### config.mk
export PLATFORM = sky130hd
export DESIGN_NAME = uart_rx_fifo_flat
export DESIGN_NICKNAME = d
export VERILOG_FILES = /design/src/rtl/uart_rx_fifo_if.sv /design/src/rtl/uart_rx_fifo.sv /design/src/flat_wrapper.sv
export SDC_FILE = /design/constraint.sdc
export NUM_CORES = 1
export LEC_CHECK = 0
export BUFFER_PORTS_ARGS = -buffer_cell sky130_fd_sc_hd__clkbuf_2
export CAP_MARGIN = 20
export CORE_MARGIN = 4
export CORE_UTILIZATION = 55
export DETAILED_ROUTE_END_ITERATION = 8
export GPL_TIMING_DRIVEN = 1
export PLACE_DENSITY = 0.81
export SYNTH_ARGS = -nofsm -noshare
export SYNTH_HDL_FRONTEND = slang
export SYNTH_SLANG_ARGS = --single-unit
### constraint.sdc
create_clock -name clk -period 7.2 [get_ports clk]
set_input_delay 1.44 -clock clk [delete_from_list [all_inputs] [get_ports clk]]
set_output_delay 1.44 -clock clk [all_outputs]
set_load 0.05 [all_outputs]
### src/rtl/uart_rx_fifo_if.sv
`default_nettype none
// ============================================================================
// Module  : uart_rx_fifo_if
// Purpose : Receiver-side capture bus and FWFT read port of uart_rx_fifo
// Revision: 1.0
// ============================================================================
interface uart_rx_fifo_if #(
  parameter int W_DATA = 8
);
  logic [W_DATA-1:0] rx_dout;
  logic              rx_done;
  logic              parity_error;
  logic              framing_error;
  logic [W_DATA-1:0] rd_data;
  logic              rd_perr;
  logic              rd_ferr;
  logic              rd_valid;
  logic              rd_ready;

  // master: receiver + host side; slave: the FIFO itself
  modport master (
    output rx_dout, rx_done, parity_error, framing_error, rd_ready,
    input  rd_data, rd_perr, rd_ferr, rd_valid
  );

  modport slave (
    input  rx_dout, rx_done, parity_error, framing_error, rd_ready,
    output rd_data, rd_perr, rd_ferr, rd_valid
  );
endinterface
`default_nettype wire

### src/rtl/uart_rx_fifo.sv
`default_nettype none
// ============================================================================
// Module  : uart_rx_fifo
// Purpose : FWFT frame buffer behind a UART receiver with overflow/error status
// Revision: 1.0
// ============================================================================
module uart_rx_fifo #(
  parameter int W_DATA   = 8,
  parameter int DEPTH    = 16,
  parameter int AFULL_TH = 12,
  parameter int W_ERRCNT = 8
) (
  input  wire logic                  clk,
  input  wire logic                  rst_n,
  uart_rx_fifo_if.slave              bus,
  output logic [$clog2(DEPTH):0]     count,
  output logic                       almost_full,
  output logic                       overflow,
  input  wire logic                  clr_overflow,
  output logic [W_ERRCNT-1:0]        err_cnt,
  input  wire logic                  clr_err_cnt
);
  localparam int c_AW = $clog2(DEPTH);
  localparam int c_PW = c_AW + 1;
  localparam int c_EW = W_DATA + 2;

  logic [c_EW-1:0]     r_mem [DEPTH];
  logic [c_PW-1:0]     r_wr_ptr;
  logic [c_PW-1:0]     r_rd_ptr;
  logic [c_PW-1:0]     r_count;
  logic                r_rd_valid;
  logic                r_almost_full;
  logic                r_overflow;
  logic [W_ERRCNT-1:0] r_err_cnt;

  logic                w_full;
  logic                w_pop;
  logic                w_push;
  logic                w_drop;
  logic                w_frame_err;
  logic [c_PW-1:0]     w_count_nxt;
  logic [c_EW-1:0]     w_head;

  // Extra wrap bit distinguishes full from empty when the address bits match
  assign w_full      = (r_wr_ptr[c_AW-1:0] == r_rd_ptr[c_AW-1:0]) &&
                       (r_wr_ptr[c_AW] != r_rd_ptr[c_AW]);
  assign w_pop       = r_rd_valid && bus.rd_ready;
  assign w_push      = bus.rx_done && (!w_full || w_pop);
  assign w_drop      = bus.rx_done && w_full && !w_pop;
  assign w_frame_err = bus.parity_error || bus.framing_error;

  always_comb begin
    w_count_nxt = r_count;
    case ({w_push, w_pop})
      2'b10:   w_count_nxt = r_count + c_PW'(1);
      2'b01:   w_count_nxt = r_count - c_PW'(1);
      default: w_count_nxt = r_count;
    endcase
  end

  always_ff @(posedge clk) begin
    if (w_push) begin
      r_mem[r_wr_ptr[c_AW-1:0]] <= {bus.framing_error, bus.parity_error, bus.rx_dout};
    end
  end

  always_ff @(posedge clk or negedge rst_n) begin
    if (!rst_n) begin
      r_wr_ptr      <= '0;
      r_rd_ptr      <= '0;
      r_count       <= '0;
      r_rd_valid    <= 1'b0;
      r_almost_full <= 1'b0;
    end else begin
      if (w_push) begin
        r_wr_ptr <= r_wr_ptr + c_PW'(1);
      end
      if (w_pop) begin
        r_rd_ptr <= r_rd_ptr + c_PW'(1);
      end
      r_count       <= w_count_nxt;
      r_rd_valid    <= (w_count_nxt != '0);
      r_almost_full <= (w_count_nxt >= c_PW'(AFULL_TH));
    end
  end

  // A drop in the same cycle as a clear keeps the flag set
  always_ff @(posedge clk or negedge rst_n) begin
    if (!rst_n) begin
      r_overflow <= 1'b0;
    end else if (w_drop) begin
      r_overflow <= 1'b1;
    end else if (clr_overflow) begin
      r_overflow <= 1'b0;
    end
  end

  always_ff @(posedge clk or negedge rst_n) begin
    if (!rst_n) begin
      r_err_cnt <= '0;
    end else if (clr_err_cnt) begin
      r_err_cnt <= '0;
    end else if (w_push && w_frame_err && !(&r_err_cnt)) begin
      r_err_cnt <= r_err_cnt + W_ERRCNT'(1);
    end
  end

  assign w_head       = r_mem[r_rd_ptr[c_AW-1:0]];
  assign bus.rd_valid = r_rd_valid;
  assign bus.rd_data  = r_rd_valid ? w_head[W_DATA-1:0] : '0;
  assign bus.rd_perr  = r_rd_valid ? w_head[W_DATA]     : 1'b0;
  assign bus.rd_ferr  = r_rd_valid ? w_head[W_DATA+1]   : 1'b0;

  assign count       = r_count;
  assign almost_full = r_almost_full;
  assign overflow    = r_overflow;
  assign err_cnt     = r_err_cnt;
endmodule
`default_nettype wire

### src/flat_wrapper.sv
// flat-port wrapper written by rule: the top's interface ports become plain ports
module uart_rx_fifo_flat 
#(
  parameter int W_DATA   = 8,
  parameter int DEPTH    = 16,
  parameter int AFULL_TH = 12,
  parameter int W_ERRCNT = 8
)
  (clk, rst_n, count, almost_full, overflow, clr_overflow, err_cnt, clr_err_cnt, bus_rx_dout, bus_rx_done, bus_parity_error, bus_framing_error, bus_rd_ready, bus_rd_data, bus_rd_perr, bus_rd_ferr, bus_rd_valid);
  uart_rx_fifo_if #(.W_DATA(W_DATA)) bus_i ();
  input  wire logic clk;
  input  wire logic rst_n;
  output logic [$clog2(DEPTH):0] count;
  output logic almost_full;
  output logic overflow;
  input  wire logic clr_overflow;
  output logic [W_ERRCNT-1:0] err_cnt;
  input  wire logic clr_err_cnt;
  input wire logic [$bits(bus_i.rx_dout)-1:0] bus_rx_dout;
  input wire logic [$bits(bus_i.rx_done)-1:0] bus_rx_done;
  input wire logic [$bits(bus_i.parity_error)-1:0] bus_parity_error;
  input wire logic [$bits(bus_i.framing_error)-1:0] bus_framing_error;
  input wire logic [$bits(bus_i.rd_ready)-1:0] bus_rd_ready;
  output wire logic [$bits(bus_i.rd_data)-1:0] bus_rd_data;
  output wire logic [$bits(bus_i.rd_perr)-1:0] bus_rd_perr;
  output wire logic [$bits(bus_i.rd_ferr)-1:0] bus_rd_ferr;
  output wire logic [$bits(bus_i.rd_valid)-1:0] bus_rd_valid;
  assign bus_i.rx_dout = bus_rx_dout;
  assign bus_i.rx_done = bus_rx_done;
  assign bus_i.parity_error = bus_parity_error;
  assign bus_i.framing_error = bus_framing_error;
  assign bus_i.rd_ready = bus_rd_ready;
  assign bus_rd_data = bus_i.rd_data;
  assign bus_rd_perr = bus_i.rd_perr;
  assign bus_rd_ferr = bus_i.rd_ferr;
  assign bus_rd_valid = bus_i.rd_valid;
  uart_rx_fifo #(.W_DATA(W_DATA), .DEPTH(DEPTH), .AFULL_TH(AFULL_TH), .W_ERRCNT(W_ERRCNT)) u_core (.clk(clk), .rst_n(rst_n), .bus(bus_i), .count(count), .almost_full(almost_full), .overflow(overflow), .clr_overflow(clr_overflow), .err_cnt(err_cnt), .clr_err_cnt(clr_err_cnt));
endmodule
Word-level counts from Yosys, hierarchy flattened
Memories as Yosys holds them, arrays and structs flattened.
Cells that the tools add are included.
{"block": "totals", "reg_bits": 26, "out_inout_bits": 26, "in_bits": 16, "elab_cells": 44, "ramBits": 160, "n_memories": 1}
{"name": "u_core.r_mem", "depth": 16, "width": 10, "rd": 1, "rd_clocked_by_memory_dff": 0, "wr": 1, "line_no": "uart_rx_fifo.sv:27", "rtl": "logic [c_EW-1:0] r_mem [DEPTH];"}
{"block": "classes", "n_lt_le_gt_ge": 1, "n_reduce_logical": 16, "n_addsub": 5, "mux": 10, "n_eq_ne": 4}
{"op": "two-way mux 8 bit", "n": 3}
{"op": "adder 5 x 1 -> 5 bit, second input constant", "n": 3}
{"op": "one-hot mux 5 bit (2 select lines)", "n": 1}
{"op": "adder 8 x 1 -> 8 bit, second input constant", "n": 1}
{"op": "AND reduction 8 bit", "n": 1}
{"op": "logical AND 1 bit", "n": 7}
{"op": "two-way mux 1 bit", "n": 6}
{"op": "greater-or-equal comparator 5 x 4 -> 1 bit, second input constant", "n": 1}
{"op": "nonzero test 5 bit", "n": 1}
{"op": "subtractor 5 x 1 -> 5 bit, second input constant", "n": 1}
{"op": "== test 4 bit", "n": 1}
{"op": "nonzero test 2 bit", "n": 2}
{"op": "zero test 1 bit", "n": 3}
{"op": "== test 2 x 1 -> 1 bit, second input constant", "n": 1}
{"op": "== test 2 bit, second input constant", "n": 1}
{"op": "logical OR 1 bit", "n": 2}
{"op": "inequality test 1 bit", "n": 1}

Longest topological paths before layout
{"block": "logic_depth", "depth_word": 9, "depth_mapped": 8, "mapped_depth_nobuf": 8}

Worst setup path after synthesis
OpenSTA, ideal clock, no wires.
{"block": "synth_path", "path_kind": "input port to flip-flop", "from": "in bus_rx_done", "to": "mem u_core.r_mem[3][0] (netlist bit) (enable)", "stages": 3, "required_ns": 6.793, "setup_slack_ns": 3.662, "setup_ns": 0.407, "arrival_ns": 3.131, "n_path_buf": 1, "path_cell_list": "clkbuf_1 -> o21ai_0 -> nor4b_1"}
{"block": "synth_via", "elab_chain_len": 3}
{"element": "start: declaration", "line_no": "flat_wrapper.sv:20", "rtl": "input wire logic [$bits(bus_i.rx_done)-1:0] bus_rx_done;"}
{"element": "logical AND 1 bit", "line_no": "uart_rx_fifo.sv:48", "rtl": "assign w_push = bus.rx_done && (!w_full || w_pop);"}
{"element": "two-way mux 1 bit", "line_no": "uart_rx_fifo.sv:62", "rtl": "if (w_push) begin"}
{"element": "two-way mux 1 bit (implied by the code)", "line_no": "uart_rx_fifo.sv:63", "rtl": "r_mem[r_wr_ptr[c_AW-1:0]] <= {bus.framing_error, bus.parity_error, bus.rx_dout};"}
{"element": "end: declaration", "line_no": "uart_rx_fifo.sv:27"}
Every way passes these cells.

Worst setup path after layout
{"block": "layout_path", "from": "reg u_core.r_rd_ptr[0]", "to": "out bus_rd_data[2]"}
{"block": "layout_via", "elab_chain_len": 2}
{"element": "start: declaration", "line_no": "uart_rx_fifo.sv:29", "rtl": "logic [c_PW-1:0] r_rd_ptr;"}
{"element": "start signal: assignment", "line_no": "uart_rx_fifo.sv:79", "rtl": "r_rd_ptr <= r_rd_ptr + c_PW'(1);"}
{"element": "memory (16 x 10 bit)"}
{"element": "two-way mux 8 bit", "line_no": "uart_rx_fifo.sv:110", "rtl": "assign bus.rd_data = r_rd_valid ? w_head[W_DATA-1:0] : '0;"}
{"element": "end: declaration", "line_no": "flat_wrapper.sv:24", "rtl": "output wire logic [$bits(bus_i.rd_data)-1:0] bus_rd_data;"}
Every way passes these cells.

==> metrics.md <==
| Metric | Value |
|---|---|
| Status | finished clean |
| Count leader, synth | edfxtp_1 |
| WP data arrival | 3.25 ns |
| Worst ir drop on vdd | 0.192 mV |
| Overflow after GRT | 0 |
| Worst setup EP type | primary output |
| Required time worst endpoint | 5.76 ns |
| Asr flop ratio synth | 0.140 |
| Drt via density | 6.36 |
| Pleak | 2.95 nW |
| Detailed Routing Iterations Pass 1 | 5 |
| Post-CTS Setup Inserts | 0 |
| IO Pins | 42 |
| Detailed-route wire length per cell | 25.4 µm |
| Clk_skew | 0.00655 ns |
| Ys flop type | edfxtp_1 |
| Reg-to-Reg End | u_core.r_mem[7][8] |
| Cell Area, Synth | 7680 µm² |
| Crit Path Class | flip-flop to primary output |
| Synth cell count leaders | edfxtp_1, mux4_2, dfrtp_1 |
| Initial antenna violation count | 1 |
| Final min period | 4.69 ns |
| Pre-CTS WS | 2.94 ns |
| CTS Hold Bufs | 0 |
| Pin count of the biggest net entering global routing | 45 |
| Crit Path Max Fanout | 30 |
| Filler cells | 905 |
| Fmax | 213 MHz |
| Final HPWL DP | 9350 µm |
| Skew-Pair Late Insertion Delay | 0.43 ns |
| Clock slew at reported path FFs | 0.06 ns |
| Hold path endpoint | u_core.r_wr_ptr[4] |
| Num Clock Sinks | 186 |
| Power Density | 430 nW/µm² |
| Hold Violations, Final | 0 |
| Initial Util | 0.571 |
| Area leader, netlist | edfxtp_1 |
| Fin area | 8720 µm² |
| Worst r2r path cells | 5 |
| Post-synth EDFFs | 160 |
| CTS Buffer Depth | 2 |
| Slew headroom | 0.269 |
| Synthesis-to-layout area growth | 13.5% |
| CTS tree | built |
| Full die area | 15,900 µm² |
| Cells after synthesis | 397 |
| R2R Setup Slk | 3.81 ns |
| Total CTS buffers | 17 |
| Max_cap viols | 0 |
| Remaining antenna violation count after routing | 0 |
| Number of synthesized register bits | 186 |
| CP startpoint kind | flip-flop |
| Root buffer cell | clkbuf_16 |
| WHS Path Cells | 1 |
| Layout Nets | 466 |
| Top cells by area, synth | edfxtp_1, mux4_2, dfrtp_1, xnor2_1, ha_1 |
| Final setup vio count | 0 |
| Die X | 126 µm |
| Initial drt markers | 433 |
| # rows | 42 |
| Via count | 4,018 |
| Final worst-path cycle share | 0.651 |
| Post-CTS sizing | 0 |
| Reg2Reg Launch Point | u_core.r_rd_ptr[3] |
| First-pass GRT wire length | 24,800 µm |
| Placed Area | 8110 µm² |
| Register area share after synthesis | 0.710 |
| Distinct cell type count after synthesis | 42 |
| Setup TNS | 0 ns |
| Die Height | 126 µm |
| Synthesized Nets | 421 |
| Share of layout cells above drive strength 1 | 0.310 |
| Slew @ Worst Pin | 1.09 ns |
| Worst Min Path Start | u_core.r_wr_ptr[4] |
| Max-slew violation count | 0 |
| H-Tree Depth | 4 |
| Setup repair after global routing missed its margin | false |
| Remaining DRCs | 0 |
| Final wirelength | 16,000 µm |
| Total Routing Usage GR | 0.214 |
| Number of global-route vias before repair | 4,112 |
| IO Port Bufs | 41 |
| GPL Wtd Cong | 0.756 |
| Setup slack after layout | 2.51 ns |
| Yosys top cell area share | 0.625 |
| Hold Path Class | flip-flop to flip-flop |
| YS warnings | 0 |
| Core Util, Final | 0.648 |
| Mean area per synthesized cell | 19.4 µm² |
| Area of the core | 13,500 µm² |
-- stage by stage --
stage,hold WS [ns],instances,total power [mW]
2_1_floorplan,0.464,397,2.52
3_3_place_gp,0.479,596,2.81
3_5_place_dp,0.504,596,2.86
4_1_cts,0.501,628,3.77
5_1_grt,0.527,631,3.92
6_report,0.501,632,3.75
-- placed cells by master, fill, tap and decap left out, drive strengths merged, types with 5 or more instances in the layout --
cell type  synthesis  final
clkinvlp           0      5
dfrtp             26     26
and3               8      8
a21oi              7      7
mux4              50     50
and2              13     13
edfxtp           160    160
clkinv             0      6
nand2              7      7
inv               10     12
buf               10      6
ha                 8      8
o21ai              6      6
nand3              8      8
xnor2             16     16
nor2               5      5
clkbuf            11     58
nand4              7      7
-- routing by layer --
layer  track usage  routed length [µm]  up-vias  part of all wire
met5             0                   0        -                 0
met4        0.0580                 185        0             0.012
met3        0.0631                1040       18             0.065
met2         0.340                8330      177              0.52
met1         0.295                6490     2116              0.40
li1              -                   -     1707                 -
-- critical path, cell delays in order (launching register included) --
cell	delay (ns)
dfrtp_2	0.68
buf_4	0.59
mux4_2	0.58
mux4_2	0.51
and2_1	0.18
clkbuf_2	0.23
-- report_power, final --
group          switching [mW]  internal (mW)  total (mW)
Clock                   0.393          0.510       0.903
Combinational           0.799          0.557        1.36
Sequential              0.176           1.32        1.49
Total                    1.37           2.38        3.75
-- state kept, by name, summed over array words and instances, names as in the netlist --
register,count
u_core.r_mem,160
u_core.err_cnt,8
u_core.count,5
u_core.r_rd_ptr,5
u_core.r_wr_ptr,5
u_core.almost_full,1
u_core.bus.rd_valid,1
u_core.overflow,1
-- area by class of cell --
class	instances	area [µm²]	share of cell area
antenna	1	2.50	0.000287
clock buffer	17	425	0.0488
clock inverter	15	151	0.0174
inverter	10	37.5	0.00431
multi-input combinational	180	2160	0.248
sequential	186	5460	0.626
tap	176	220	0.0253
timing repair buffer	47	262	0.0300
-- worst max-delay path by stage --
stage / from / end / slack, ns / cells past startpoint
finish: u_core.r_rd_ptr[0] / bus_rd_data[2] / 2.51 / 5
global route: u_core.r_rd_ptr[0] / bus_rd_data[2] / 2.32 / 5
CTS: u_core.r_rd_ptr[0] / bus_rd_data[2] / 2.44 / 5
detailed placement: u_core.r_rd_ptr[0] / bus_rd_ferr / 2.94 / 5
global placement: u_core.r_rd_ptr[0] / bus_rd_data[2] / 2.99 / 5
floorplan: bus_rx_done / u_core.r_mem[3][0] / 3.66 / 3
-- kinds of logic (layout without fill, tap and decap cells) --
family	Yosys count	in the layout	share of synthesized area
xor gates and xnor gates	20	20	0.0228
adders and majority gates	8	8	0.0130
buffers and inverters	31	89	0.0187
AOI/OAI and AO/OA	28	28	0.0262
muxes	56	56	0.155
DFF	186	186	0.710
and+or+nand+nor	68	68	0.0544
other	0	1	0
Note: power is estimated with default switching activity, not from simulation.
